[src/rtl/booth_dot_accumulator.sv]
// Streaming dot-product accumulator behind the Booth multiplier: sums signed
// products until in_last, then holds the result on a valid/ready handshake.
module booth_dot_accumulator #(
  parameter int PROD_W = 64,
  parameter int ACC_W  = 72,
  parameter int CNT_W  = 8
) (
  input  logic              clk,
  input  logic              reset,
  input  logic              in_valid,
  output logic              in_ready,
  input  logic [PROD_W-1:0] product,
  input  logic              in_last,
  output logic              out_valid,
  input  logic              out_ready,
  output logic [ACC_W-1:0]  acc_out,
  output logic [CNT_W-1:0]  terms,
  output logic              overflow
);

  typedef enum logic {ACCUM, HOLD} state_t;

  state_t             state_reg, state_next;
  logic [ACC_W-1:0]   acc_reg;
  logic [CNT_W-1:0]   cnt_reg;
  logic               ovf_reg;

  logic               accept;
  logic [ACC_W:0]     sum;
  logic [ACC_W-1:0]   acc_next;
  logic [CNT_W-1:0]   cnt_next;
  logic               ovf_next;

  // Handshake flags decode the state register only.
  assign in_ready  = (state_reg == ACCUM);
  assign out_valid = (state_reg == HOLD);
  assign accept    = in_valid && in_ready;

  // One guard bit above the accumulator exposes signed overflow.
  assign sum      = {acc_reg[ACC_W-1], acc_reg}
                  + {{(ACC_W + 1 - PROD_W){product[PROD_W-1]}}, product};
  assign acc_next = sum[ACC_W-1:0];
  assign ovf_next = ovf_reg | (sum[ACC_W] != sum[ACC_W-1]);
  assign cnt_next = (&cnt_reg) ? cnt_reg : cnt_reg + CNT_W'(1);

  always_ff @(posedge clk or posedge reset) begin
    if (reset) begin
      state_reg <= ACCUM;
    end else begin
      state_reg <= state_next;
    end
  end

  always_comb begin
    state_next = state_reg;
    case (state_reg)
      ACCUM:   if (accept && in_last) state_next = HOLD;
      HOLD:    if (out_ready) state_next = ACCUM;
      default: state_next = ACCUM;
    endcase
  end

  always_ff @(posedge clk or posedge reset) begin
    if (reset) begin
      acc_reg  <= '0;
      cnt_reg  <= '0;
      ovf_reg  <= 1'b0;
      acc_out  <= '0;
      terms    <= '0;
      overflow <= 1'b0;
    end else if (accept) begin
      if (in_last) begin
        // Publish post-update values and start the next vector from zero.
        acc_out  <= acc_next;
        terms    <= cnt_next;
        overflow <= ovf_next;
        acc_reg  <= '0;
        cnt_reg  <= '0;
        ovf_reg  <= 1'b0;
      end else begin
        acc_reg  <= acc_next;
        cnt_reg  <= cnt_next;
        ovf_reg  <= ovf_next;
      end
    end
  end

endmodule

[config.mk]
export PLATFORM = sky130hd
export DESIGN_NAME = booth_dot_accumulator
export DESIGN_NICKNAME = d
export VERILOG_FILES = /design/src/rtl/booth_dot_accumulator.sv
export SDC_FILE = /design/constraint.sdc
export NUM_CORES = 1
export LEC_CHECK = 0
export CAP_MARGIN = 5
export CORE_ASPECT_RATIO = 0.8
export CORE_MARGIN = 2
export CORE_UTILIZATION = 50
export DETAILED_ROUTE_END_ITERATION = 12
export PLACE_DENSITY = 0.74
export SLEW_MARGIN = 40
export SYNTH_ARGS = -nofsm -noshare
export SYNTH_HDL_FRONTEND = slang
export SYNTH_SLANG_ARGS = --single-unit
export TNS_END_PERCENT = 20
[constraint.sdc]
create_clock -name clk -period 8.4 [get_ports clk]
set_input_delay 2.1 -clock clk [delete_from_list [all_inputs] [get_ports clk]]
set_output_delay 2.1 -clock clk [all_outputs]
set_load 0.03 [all_outputs]
; ---- Word level (Yosys, flattened, before mapping)
; Cells that the tools add are included.
; Widths: inputs -> output; s select.
[totals]
regBits = 163
in_bits = 69
elab_cells = 23
[classes]
add_sub_neg = 2
n_eq_ne = 1
muxes = 7
n_bitwise = 2
reduce_logical = 4
[op_table]
columns = operator, n
row1 = $add 72x64->73, 1
row2 = $mux 72, 1
row3 = $mux 8, 2
row4 = $add 8x1->8 const B, 1
row5 = $reduce_and 8->1, 1
row6 = $mux 1, 3
row7 = $logic_and 1x1->1, 2
row8 = $pmux 1 s2, 1
row9 = $reduce_and 2->1, 1
row10 = $ne 1x1->1, 1
row11 = $not 1->1, 1
row12 = $or 1x1->1, 1

; ---- Logic depth before layout (Yosys ltp)
[logic_depth]
depth_word = 5
depth_mapped = 13
ltp_nobuf = 13

; ---- Worst setup path after synthesis
; No wires, ideal clock.
[synth_path]
kind = input-to-reg
from = input port product[29]
to = register acc_out[71]
setup_ns = 0.125
t_arrival_ns = 4.557
required_ns = 8.275
setup_slack_ns = 3.718
stages = 11
path_buffers = 1
cell_sequence = ha_1 > buf_2 > nand4_1 > or3_1 > a41o_1 > a31oi_1 > nor2_1 > o41a_1 > o21a_1 > xnor2_2 > mux2_2
[synth_between]
elab_chain_len = 1
[synth_rtl]
columns = element, line
row1 = "start, declared", 12  ; input logic [PROD_W-1:0] product,
row2 = $add 72x64->73, 41  ; + {{(ACC_W + 1 - PROD_W){product[PROD_W-1]}}, product};
row3 = "end signal, assigned", 74  ; acc_out <= acc_next;
row4 = "end, declared", 16  ; output logic [ACC_W-1:0] acc_out,
; No other way between the ends.
; A chain may end at the register's enable or synchronous reset.

; ---- Worst setup path in the final report
[layout_path]
from = input port product[0]
to = register acc_out[66]
; The elaborated chain is that of the path after synthesis.

==> metrics.md <==
| Metric | Value |
|---|---|
| Outcome | `finished clean` |
| DR iter-0 viols | `997` |
| Drt pass-1 iters | `6` |
| Layout cells sized above 1 | `0.0514` |
| Flop pwr share | `0.261` |
| Sequential fraction of the synthesis area | `0.394` |
| Number of flops mapped to enable cells by yosys | `0` |
| Min Tclk post-route | `5.59 ns` |
| PnR worst setup slack | `2.81 ns` |
| DPL Wire Length | `21,000 um` |
| # fillers | `1,775` |
| Pwr Density | `408 nW/um2` |
| Yosys cell types | `67` |
| Post-DR vias/cell | `5.93` |
| Clk slew on worst S/H paths | `0.07 ns` |
| Post-route ant nets | `0` |
| Nets | `1,434` |
| Hold Fails Final Rpt | `0` |
| Routed Wire Length | `29,000 um` |
| Final Setup Violations | `0` |
| Root Buffer | `clkbuf_16` |
| Resized cells post-CTS | `0` |
| TritonCTS clock tree | `built` |
| Measured slew at the worst slew-check pin | `0.755 ns` |
| Max-cap violations | `0` |
| Die H | `133 um` |
| Number of cell rows | `47` |
| Worst EP arrival | `5.91 ns` |
| RSZ-0062 raised after global routing | `no` |
| Synth Warn # | `0` |
| Power, Total | `0.00514 W` |
| Post-Syn Nets | `1,327` |
| Gr usage total | `0.271` |
| Fin util | `0.615` |
| GP Congestion | `0.963` |
| Setup tns final | `0 ns` |
| Hold Buf Count CTS | `0` |
| Sink Count | `163` |
| Peak supply drop | `0.000209 V` |
| Clk network pwr share | `0.157` |
| First-pass GRT wire length | `46,700 um` |
| Post-Syn Area | `10,300 um2` |
| Post-detailed-route wirelength per cell | `18.4 um` |
| Die ar. | `21,900 um2` |
| Pleak | `5.63 nW` |
| Fin crit share | `0.666` |
| Worst min path class | `flop to flop` |
| Syn Inst Count | `1,184` |
| Pre-CTS setup slack | `2.49 ns` |
| Mean post-synth cell area | `8.74 um2` |
| Psw | `0.00238 W` |
| Comb pwr share | `0.582` |
| Worst-Skew Late Latency | `0.44 ns` |
| I/O Pins | `152` |
| Register Area | `4080 um2` |
| Max clock buf depth | `2` |
| Vias in the first global route | `8,699` |
| Skew final | `0.0137 ns` |
| Share of the synthesized area in the top cell type | `0.394` |
| Worst setup SP type | `input pin` |
| Setup repair bufs after CTS | `0` |
| Worst-path maximum fanout | `4` |
| Max-slew headroom | `0.495` |
| Switching share of power | `0.463` |
| Fin. max-slew vios | `0` |
| Ys async rst share | `1.00` |
| Core ar. | `20,500 um2` |
| Synth Flop Type | `dfrtp_1` |
| Crit Path Class | `input pin to flop` |
| Internal power | `0.00276 W` |
| Crit end category | `flop` |
| #FFs+latches synth | `163` |
| Fmax | `179 MHz` |
| P&R area growth vs syn | `21.8%` |
| Floorplan die width | `165 um` |
| Initial core utilization | `0.505` |
| Placed inst area | `12,000 um2` |
| Largest net degree at the start of global routing | `124` |
| Cell Chain, Critical Path | `clkdlybuf4s50_1 -> ha_1 -> inv_1 -> fa_1 -> nor2b_1 -> o211ai_1 -> a21oi_1 -> o21ai_1 -> a2111oi_0 -> o21ai_2 -> o2111ai_1 -> nand2_1 -> xnor2_1 -> mux2_2` |
| Largest cells by area after synthesis | `dfrtp_1 (39%), ha_1 (8.8%), nand2_1 (7.8%), o21ai_0 (6.4%), a21oi_1 (4.1%)` |
| Highest-delay cell along the critical path | `a2111oi_0` |
| H-tree level count | `4` |
| DRC violations left | `0` |
| WP data required | `8.72 ns` |
| Max incr delay on CP | `0.62 ns` |
| Ant diodes | `0` |
| Final Cell Area | `12,600 um2` |
| Via count | `9,333` |
| CTS Buf Count | `17` |
| Grt ovf | `0` |
| I/O Buffers | `151` |
| Multi-input logic area | `5930 um2` |
| Synth area leader | `dfrtp_1` |
| Initial antenna violation count | `0` |
==> cells in the final DEF (no fill, tap or decap), types with 7 or more instances in the layout <==
cell type and count:
nand3_1 16, nand2_1 212, mux2_2 16, xor2_1 32, and3_1 12, a21oi_1 85
o31ai_1 13, dfrtp_1 163, nor2_1 43, clkdlybuf4s50_1 151, xnor2_1 39, o21ai_1 30
a31oi_1 9, clkbuf_16 17, a22o_1 22, o21ai_0 133, o21bai_1 13, nand2b_1 7
inv_1 22, o21a_1 9, nor3_1 12, and2_1 8, a21o_1 33, or3_1 7
nor2b_1 8, nand4_1 20, ha_1 73
==> final cells by class <==
cell class	count	area share
Tap cell	269	0.0267
Multi-Input combinational cell	931	0.471
Sequential cell	163	0.324
Clock buffer	20	0.0363
Inverter	23	0.00745
Clock inverter	12	0.0115
Timing Repair Buffer	155	0.123
==> per-stage QoR <==
| stage | cells | hold WS [ns] |
|---|---|---|
| 2_1_floorplan | 1184 | 0.443 |
| 3_3_place_gp | 1541 | 0.454 |
| 3_5_place_dp | 1541 | 0.461 |
| 4_1_cts | 1573 | 0.480 |
| 5_1_grt | 1573 | 0.499 |
| 6_report | 1573 | 0.476 |
==> final timing paths <==
check	from	endpoint	slack [ns]	cells past startpoint
worst min-delay path	acc_out[67]$_DFFE_PP0P_	acc_out[67]$_DFFE_PP0P_	0.48	2
worst max-delay path	product[0]	acc_out[66]$_DFFE_PP0P_	2.81	14
max in group asynchronous	reset	acc_reg[71]$_DFFE_PP0P_	5.17	3
worst min register to register	acc_out[67]$_DFFE_PP0P_	acc_out[67]$_DFFE_PP0P_	0.48	2
worst max register to register	acc_reg[0]$_DFFE_PP0P_	acc_out[66]$_DFFE_PP0P_	4.76	13
min in group asynchronous	reset	acc_out[25]$_DFFE_PP0P_	2.13	2
==> critical path: cells and delay by family <==
family          cells  cell delay, ns
fa+ha+maj           2            0.64
compound gates      6            1.80
simple gates        2            0.28
buf+inv             2            0.67
xor+xnor            1            0.16
mux                 1            0.27
==> kinds of logic (layout without fill, tap and decap cells) <==
| family | count (synthesis) | count (layout) | share of synthesized area |
|---|---|---|---|
| AND/OR/NAND/NOR | 366 | 366 | 0.160 |
| adder cells (fa/ha/maj) | 74 | 74 | 0.0902 |
| multiplexers | 20 | 20 | 0.0213 |
| XOR/XNOR | 72 | 72 | 0.0617 |
| AO/OA/AOI/OAI | 399 | 399 | 0.238 |
| buffers and inverters | 90 | 210 | 0.0347 |
| flip-flops | 163 | 163 | 0.394 |
==> power by group through the flow <==
stage,Sequential (W),Combinational [W],Clock (W)
finish,0.00134,0.00299,0.000810
global route,0.00138,0.00326,0.000851
CTS,0.00134,0.00295,0.000817
detailed placement,0.00134,0.00293,0
global placement,0.00134,0.00289,0
floorplan,0.00165,0.00169,0
==> synth_stat cells, types with 8 or more instances <==
master    number
buf_2         17
dfrtp_1      163
nor2b_1        9
o21ai_1       30
o21ai_0      133
mux2_2        16
xnor2_1       39
ha_1          73
nor2_1        44
nor3_1        12
inv_1         23
a22o_1        22
and2_1         8
xor2_1        32
nand3_1       16
a21o_1        33
o21bai_1      13
a31oi_1        9
nand4_1       20
a21oi_1       85
and3_1        12
nand2_1      214
o31ai_1       13
o21a_1         9
clkbuf_1      50
==> per-layer routing <==
metal	GRT usage	part of all wire
met1	0.444	0.51
met2	0.362	0.40
met3	0.0539	0.077
met4	0.0618	0.013
met5	0	0
(Power assumes the default switching activity.)
